File: config.mk
export PLATFORM = sky130hd
export DESIGN_NAME = reg_scoreboard
export DESIGN_NICKNAME = d
export VERILOG_FILES = /design/src/rtl/reg_scoreboard.sv
export SDC_FILE = /design/constraint.sdc
export NUM_CORES = 1
export LEC_CHECK = 0
export ABC_AREA = 1
export BUFFER_PORTS_ARGS = -buffer_cell sky130_fd_sc_hd__buf_2
export CAP_MARGIN = 20
export CORE_ASPECT_RATIO = 0.7
export CORE_MARGIN = 2
export CORE_UTILIZATION = 30
export DETAILED_ROUTE_END_ITERATION = 7
export PLACE_DENSITY = 0.54
export RECOVER_POWER = 100
export SETUP_SLACK_MARGIN = 0.02
export SYNTH_ARGS = -nofsm -noshare
export SYNTH_HDL_FRONTEND = slang
export SYNTH_SLANG_ARGS = --single-unit
File: constraint.sdc
create_clock -name clk -period 15.82 [get_ports clk]
set_input_delay 1.582 -clock clk [delete_from_list [all_inputs] [get_ports clk]]
set_output_delay 1.582 -clock clk [all_outputs]
set_load 0.02 [all_outputs]
File: src/rtl/reg_scoreboard.sv
// reg_scoreboard: register scoreboard for long-latency writes with RAW/WAW/full stall and drain FSM.
// Define SCOREBOARD_BYPASS_EN to let a same-cycle writeback lift the stall it resolves.
module reg_scoreboard #(
  parameter int MAX_PENDING = 4
) (
  input  logic        clk,
  input  logic        rst,
  input  logic        issue_valid,
  input  logic        issue_long,
  input  logic [4:0]  issue_rd,
  input  logic [4:0]  rs_decode,
  input  logic [4:0]  rt_decode,
  input  logic        wb_valid,
  input  logic [4:0]  wb_rd,
  input  logic        drain_req,
  output logic        stall_decode,
  output logic [31:0] pending_mask,
  output logic [2:0]  pending_count,
  output logic        drained,
  output logic        wb_err
);
  typedef enum logic {RUN, DRAIN} state_t;
  state_t state;
  logic wb_hit, accept, raw, waw, full;
  logic byp_rs, byp_rt, byp_rd, byp_full;
  logic [31:0] set_vec, clr_vec;
  assign wb_hit = wb_valid & (wb_rd != 5'd0) & pending_mask[wb_rd];
`ifdef SCOREBOARD_BYPASS_EN
  assign byp_rs   = wb_valid & (wb_rd == rs_decode);
  assign byp_rt   = wb_valid & (wb_rd == rt_decode);
  assign byp_rd   = wb_valid & (wb_rd == issue_rd);
  assign byp_full = wb_hit;
`else
  assign byp_rs   = 1'b0;
  assign byp_rt   = 1'b0;
  assign byp_rd   = 1'b0;
  assign byp_full = 1'b0;
`endif
  assign raw = ((rs_decode != 5'd0) & pending_mask[rs_decode] & ~byp_rs) |
               ((rt_decode != 5'd0) & pending_mask[rt_decode] & ~byp_rt);
  assign waw = issue_long & (issue_rd != 5'd0) & pending_mask[issue_rd] & ~byp_rd;
  assign full = issue_long & (pending_count == 3'(MAX_PENDING)) & ~byp_full;
  assign stall_decode = raw | waw | full | (state == DRAIN);
  assign accept = issue_valid & issue_long & ~stall_decode & (issue_rd != 5'd0);
  assign set_vec = 32'(accept) << issue_rd;
  assign clr_vec = 32'(wb_hit) << wb_rd;
  assign drained = (state == DRAIN) & (pending_count == 3'd0);
  always_comb begin
    pending_count = 3'd0;
    for (int i = 1; i < 32; i++) pending_count = pending_count + 3'(pending_mask[i]);
  end
  always_ff @(posedge clk or posedge rst) begin
    if (rst) begin
      state        <= RUN;
      pending_mask <= '0;
      wb_err       <= 1'b0;
    end else begin
      pending_mask <= ((pending_mask & ~clr_vec) | set_vec) & ~32'd1;
      wb_err       <= wb_err | (wb_valid & ~wb_hit);
      state        <= (state == RUN) ? (drain_req ? DRAIN : RUN)
                    : ((pending_count == 3'd0 && !drain_req) ? RUN : DRAIN);
    end
  end
endmodule

# Word-level counts from Yosys, hierarchy flattened

Index checks and enable logic that the tools add are counted.
Widths: inputs -> output; s select.

Flip-flop bits (word level): 33
Output and inout bits: 38
Word-level logic and storage cells: 80

Order comparisons: 4
Bitwise operators: 22
Eq/ne operators: 1
Shift operators: 2
Multiplexer cells: 11
Reductions and logical operators: 7
Add/subtract/negate cells: 30

Operators with widths:

| operator           | number |
|---|---|
| $add 3x1->3        | 28 |
| $shl 1x5->32       | 2 |
| $and 32x32->32     | 1 |
| $not 32->32        | 1 |
| $or 32x32->32      | 1 |
| $lt 5x6->1 const B | 4 |
| $bmux 1 s5         | 4 |
| $reduce_bool 5->1  | 4 |
| $and 1x1->1        | 12 |
| $mux 1             | 7 |
| $or 1x1->1         | 5 |
| $add 2x1->3        | 1 |
| $eq 3x3->1 const B | 1 |
| $logic_not 3->1    | 1 |
| $add 1x1->2        | 1 |
| $not 1->1          | 2 |
| $logic_and 1x1->1  | 1 |
| $logic_not 1->1    | 1 |

# Longest topological paths before layout

Word-level depth: 39
Mapped depth: 25
Depth with buffers taken out: 25

# Worst setup path before layout

OpenSTA, ideal clock, no wires.

Path kind: register to output
Start point: reg pending_mask[6]
End point: out drained
Cell stages (with the launch flop): 19
Buffers on the path: 0
Setup slack: 8.776 ns
Required time: 14.238 ns
Arrival time: 5.462 ns
Cells stage by stage: dfrtp_1 -> inv_1 -> fa_1 -> inv_1 -> fa_1 -> fa_1 -> fa_1 -> fa_1 -> inv_1 -> fa_1 -> inv_1 -> fa_1 -> fa_1 -> nand3b_1 -> nand2_1 -> nand2_1 -> nand3b_1 -> nand2_1 -> nor3_1

Longest elaborated chain between the ends: 28

Ends and longest elaborated chain:

| element                    | RTL line | RTL |
|---|---|---|
| start, declared            | 17       | `output logic [31:0] pending_mask,` |
| start signal, assigned     | 58       | `pending_mask <= ((pending_mask & ~clr_vec) \| set_vec) & ~32'd1;` |
| $add 3x1->3 (26 in series) | 50       | `for (int i = 1; i < 32; i++) pending_count = pending_count + 3'(pending_mask[i]);` |
| net pending_count[2]       | 18       | `output logic [2:0] pending_count,` |
| $logic_not 3->1            | 47       | `assign drained = (state == DRAIN) & (pending_count == 3'd0);` |
| $and 1x1->1                | 47       |  |
| end, declared              | 19       | `output logic drained,` |

The timed path passes the listed nets, and every way through them passes these cells.

# Worst setup path in the final report

Start point: reg pending_mask[8]
End point: out stall_decode

Longest elaborated chain between the ends: 28
Elaborated cells on any way between the ends: 39

Ends and longest elaborated chain:

| element                      | RTL line | RTL |
|---|---|---|
| $add 3x1->3 (24 in series)   | 50       |  |
| $eq 3x3->1                   | 42       | `assign full = issue_long & (pending_count == 3'(MAX_PENDING)) & ~byp_full;` |
| $and 1x1->1                  | 42       |  |
| $or 1x1->1 (*) (2 in series) | 43       | `assign stall_decode = raw \| waw \| full \| (state == DRAIN);` |
| end, declared                | 16       | `output logic stall_decode,` |

Every way passes the cells marked *; elsewhere a longest branch is shown, timed or not. The select of a mux whose other input is x is not followed.

==> results.yml <==
clock_network:
  ctsHoldBuffers: 0
  cts_buffer_depth: 2
  cts_buffers: 5
  clock_sinks: 33
  h-tree-depth: 2
  root_buffer: "clkbuf_16"
  clk_pin_slew_worst_paths_ns: 0.06
  cts.repair.resized: 0
  cts_tree: "yes"
  clk_latency_ns: 0.29
  post-cts-setup-buffers: 0
die:
  die_h_um: 96.70
  io_pins: 64
  core_um2: 11850
  initial_core_util_pct: 31.07
  die_area_um2: 13190
  row_count: 33
  die_w_um: 136.4
cells_and_area:
  final_cells: 791
  drive_above_1_share_pct: 6.940
  antenna_cells: 0
  final_common_cell: "nand2_1"
  final_cell_mix: "209 x nand2_1, 81 x inv_1, 63 x nand3_1"
  final_nets: 683
  area_delta_synth_final_pct: 11.65
placed_design:
  placedCellCount: 784
  io_buffers: 62
  dp_hpwl_um: 11980
  gp_congestion: 1.014
timing:
  max_freq_mhz: 135.0
  finalSetupTns_ns: 0
  fin_crit_sh_pct: 46.84
  final-max-slew-violation-count: 34
  finalCriticalPeriod_ns: 7.410
  finalSetupViolations: 0
  rsz0062_at_grt: "no"
  tightest_slew_ns: 2.074
  hold_viol: 0
  final.setup_skew_ns: 0.009336
  slew-limit-headroom_pct: -38.29
setup_path:
  critPathRequiredTime_ns: 14.24
  critPathLaunchType: "flop"
  cpMostUsedCell: "fa_1"
  critPathCaptureType: "output port"
  cp_max_fo: 4
  crit_chain: "inv_1, fa_1, inv_1, fa_1, fa_1, fa_1, fa_1, inv_1, fa_1, inv_1, fa_1, fa_1, nand3b_1, nand2_1, nand2_1, nand3b_1, nand2_1, nand2_1, nand2_1, nor2_1, nand2_1, clkbuf_1"
  crit_path_start: "pending_mask[8]"
  crit_type: "reg2out"
  cp_data_arrival_time_ns: 5.83
  cp_slowest_cell: "fa_1"
  slowest_delay_ns: 0.58
  regToRegStartpoint: "pending_mask[8]"
route:
  drtIter0Drc: 530
  ant_nets: 0
  viasPerCell: 5.422
  wl_per_cell_um: 19.34
  drt-total-wl_um: 15300
  drc: 0
  via_count: 4289
  dr.pass1.iters: 5
outcome:
  violations: "capacitance limit, slew limit"
  status: "complete, but fails checks"
synthesis:
  synth.avg_cell_area_um2: 6.284
  synth_largest_area_cell: "dfrtp_1"
  yosys_warnings: 0
  synth_top_area_share_pct: 22.43
  ys_ff_latch: 33
  synthesis.area_um2: 3682
  syn-num-nets: 635
  seq_area_frac_synth_pct: 22.43
  netlist_instances: 586
  ys_types: 34
  ys_top_cells_by_area: "dfrtp_1 22%, nand2_1 21%, fa_1 11%"
global_route:
  grt_max_degree: 34
  overflow: 0
  grt_pass1_vias: 4077
  grt.total_usage_pct: 23.77
  grt_pass1_wl_um: 23670
  antenna_found_initial: 0
power:
  power.leakage_nw: 2.093
  powerDensity_nw_per_um2: 89.67
  ir_drop_mv: 0.04076
flow_run:
  maxCapViolCount: 1
worst_hold_path:
  hp-class: "reg2reg"
  min_from: "wb_err"
## power breakdown
part           switching (mW)  internal (mW)
sequential            0.00989         0.0899
clock                  0.0408         0.0619
combinational           0.115         0.0516
total                   0.165          0.203
## kinds of logic after synthesis
kind of cell    count (synthesis)  share of synthesized area, %
flops                          33                         22.43
fa+ha+maj                      23                         12.10
buf+inv                       110                         12.71
compound gates                 61                         9.548
simple gates                  357                         42.88
xor+xnor                        1                        0.2379
other cells                     1                        0.1018
## final cells by class
cell class | instances | area [µm²]
fillers | 1321 | 7739
multi-input cells | 443 | 2346
flip-flops and latches | 33 | 825.8
inverters | 88 | 330.3
repair buffers | 63 | 266.5
well taps | 157 | 196.4
clock buffers | 6 | 138.9
clock inverters | 1 | 7.507
## synth_stat cells
master      n
xnor2_1     1
a21o_1      1
nor2_2      3
nand3_4     1
nand3_2     1
clkbuf_1    5
o21ai_0    18
ha_1        2
fa_1       21
o21ai_1     7
nand2_1   209
a31oi_1     2
nand2_2     1
clkinv_1    2
buf_6       3
nor2_4      6
o21bai_1    1
o221ai_1    1
clkbuf_2    1
nand3_1    62
conb_1      1
nand3b_1    3
a21oi_1    17
nand4_2     1
o211ai_1   13
nor2_1     41
inv_2       5
nand4_1    24
nor3_1      5
inv_1      81
buf_4       6
dfrtp_1    33
buf_2       7
a22oi_1     1
## state kept, by name, summed over array words and instances (netlist names)
register / flops
state: 1
pending_mask: 31
wb_err: 1
## worst max-delay path, delay by kind of cell, from the launching register on
family,cells,cell delay (ns)
adder cells (fa/ha/maj),8,3.83
buffers and inverters,5,0.45
flip-flops,1,0.41
AND/OR/NAND/NOR,9,0.87
## final timing paths
kind                       depth (start not counted)          endpoint  slack [ns]
max                                               22      stall_decode        8.41
min                                                1            wb_err        0.46
min reg2reg                                        1            wb_err        0.46
max in group asynchronous                          3  pending_mask[13]       12.59
min in group asynchronous                          3   pending_mask[3]        2.04
max reg2reg                                       24  pending_mask[30]        9.30
## routing by layer
layer	GRT usage [%]	vias to the layer above	share of wire, %
li1	-	1960	-
met1	37.25	2010	47
met2	31.66	281	39
met3	6.080	38	11
met4	6.250	0	2.5
met5	0	-	0
## per-stage QoR
stage          utilization (%)  power [mW]  cell area [µm²]  worst slack, ns  hold WS (ns)
3_3_place_gp             34.25      0.2727             4059            8.757        0.4359
4_1_cts                  35.49      0.3755             4205            8.373        0.4579
5_1_grt                  34.70      0.3961             4111            8.136        0.4942
6_report                 34.70      0.3687             4111            8.410        0.4598
2_1_floorplan                -      0.2211             3682            8.776        0.5006
3_5_place_dp             34.25      0.2718             4059            8.693        0.4447
No activity file was read; power rests on OpenSTA's default activity.
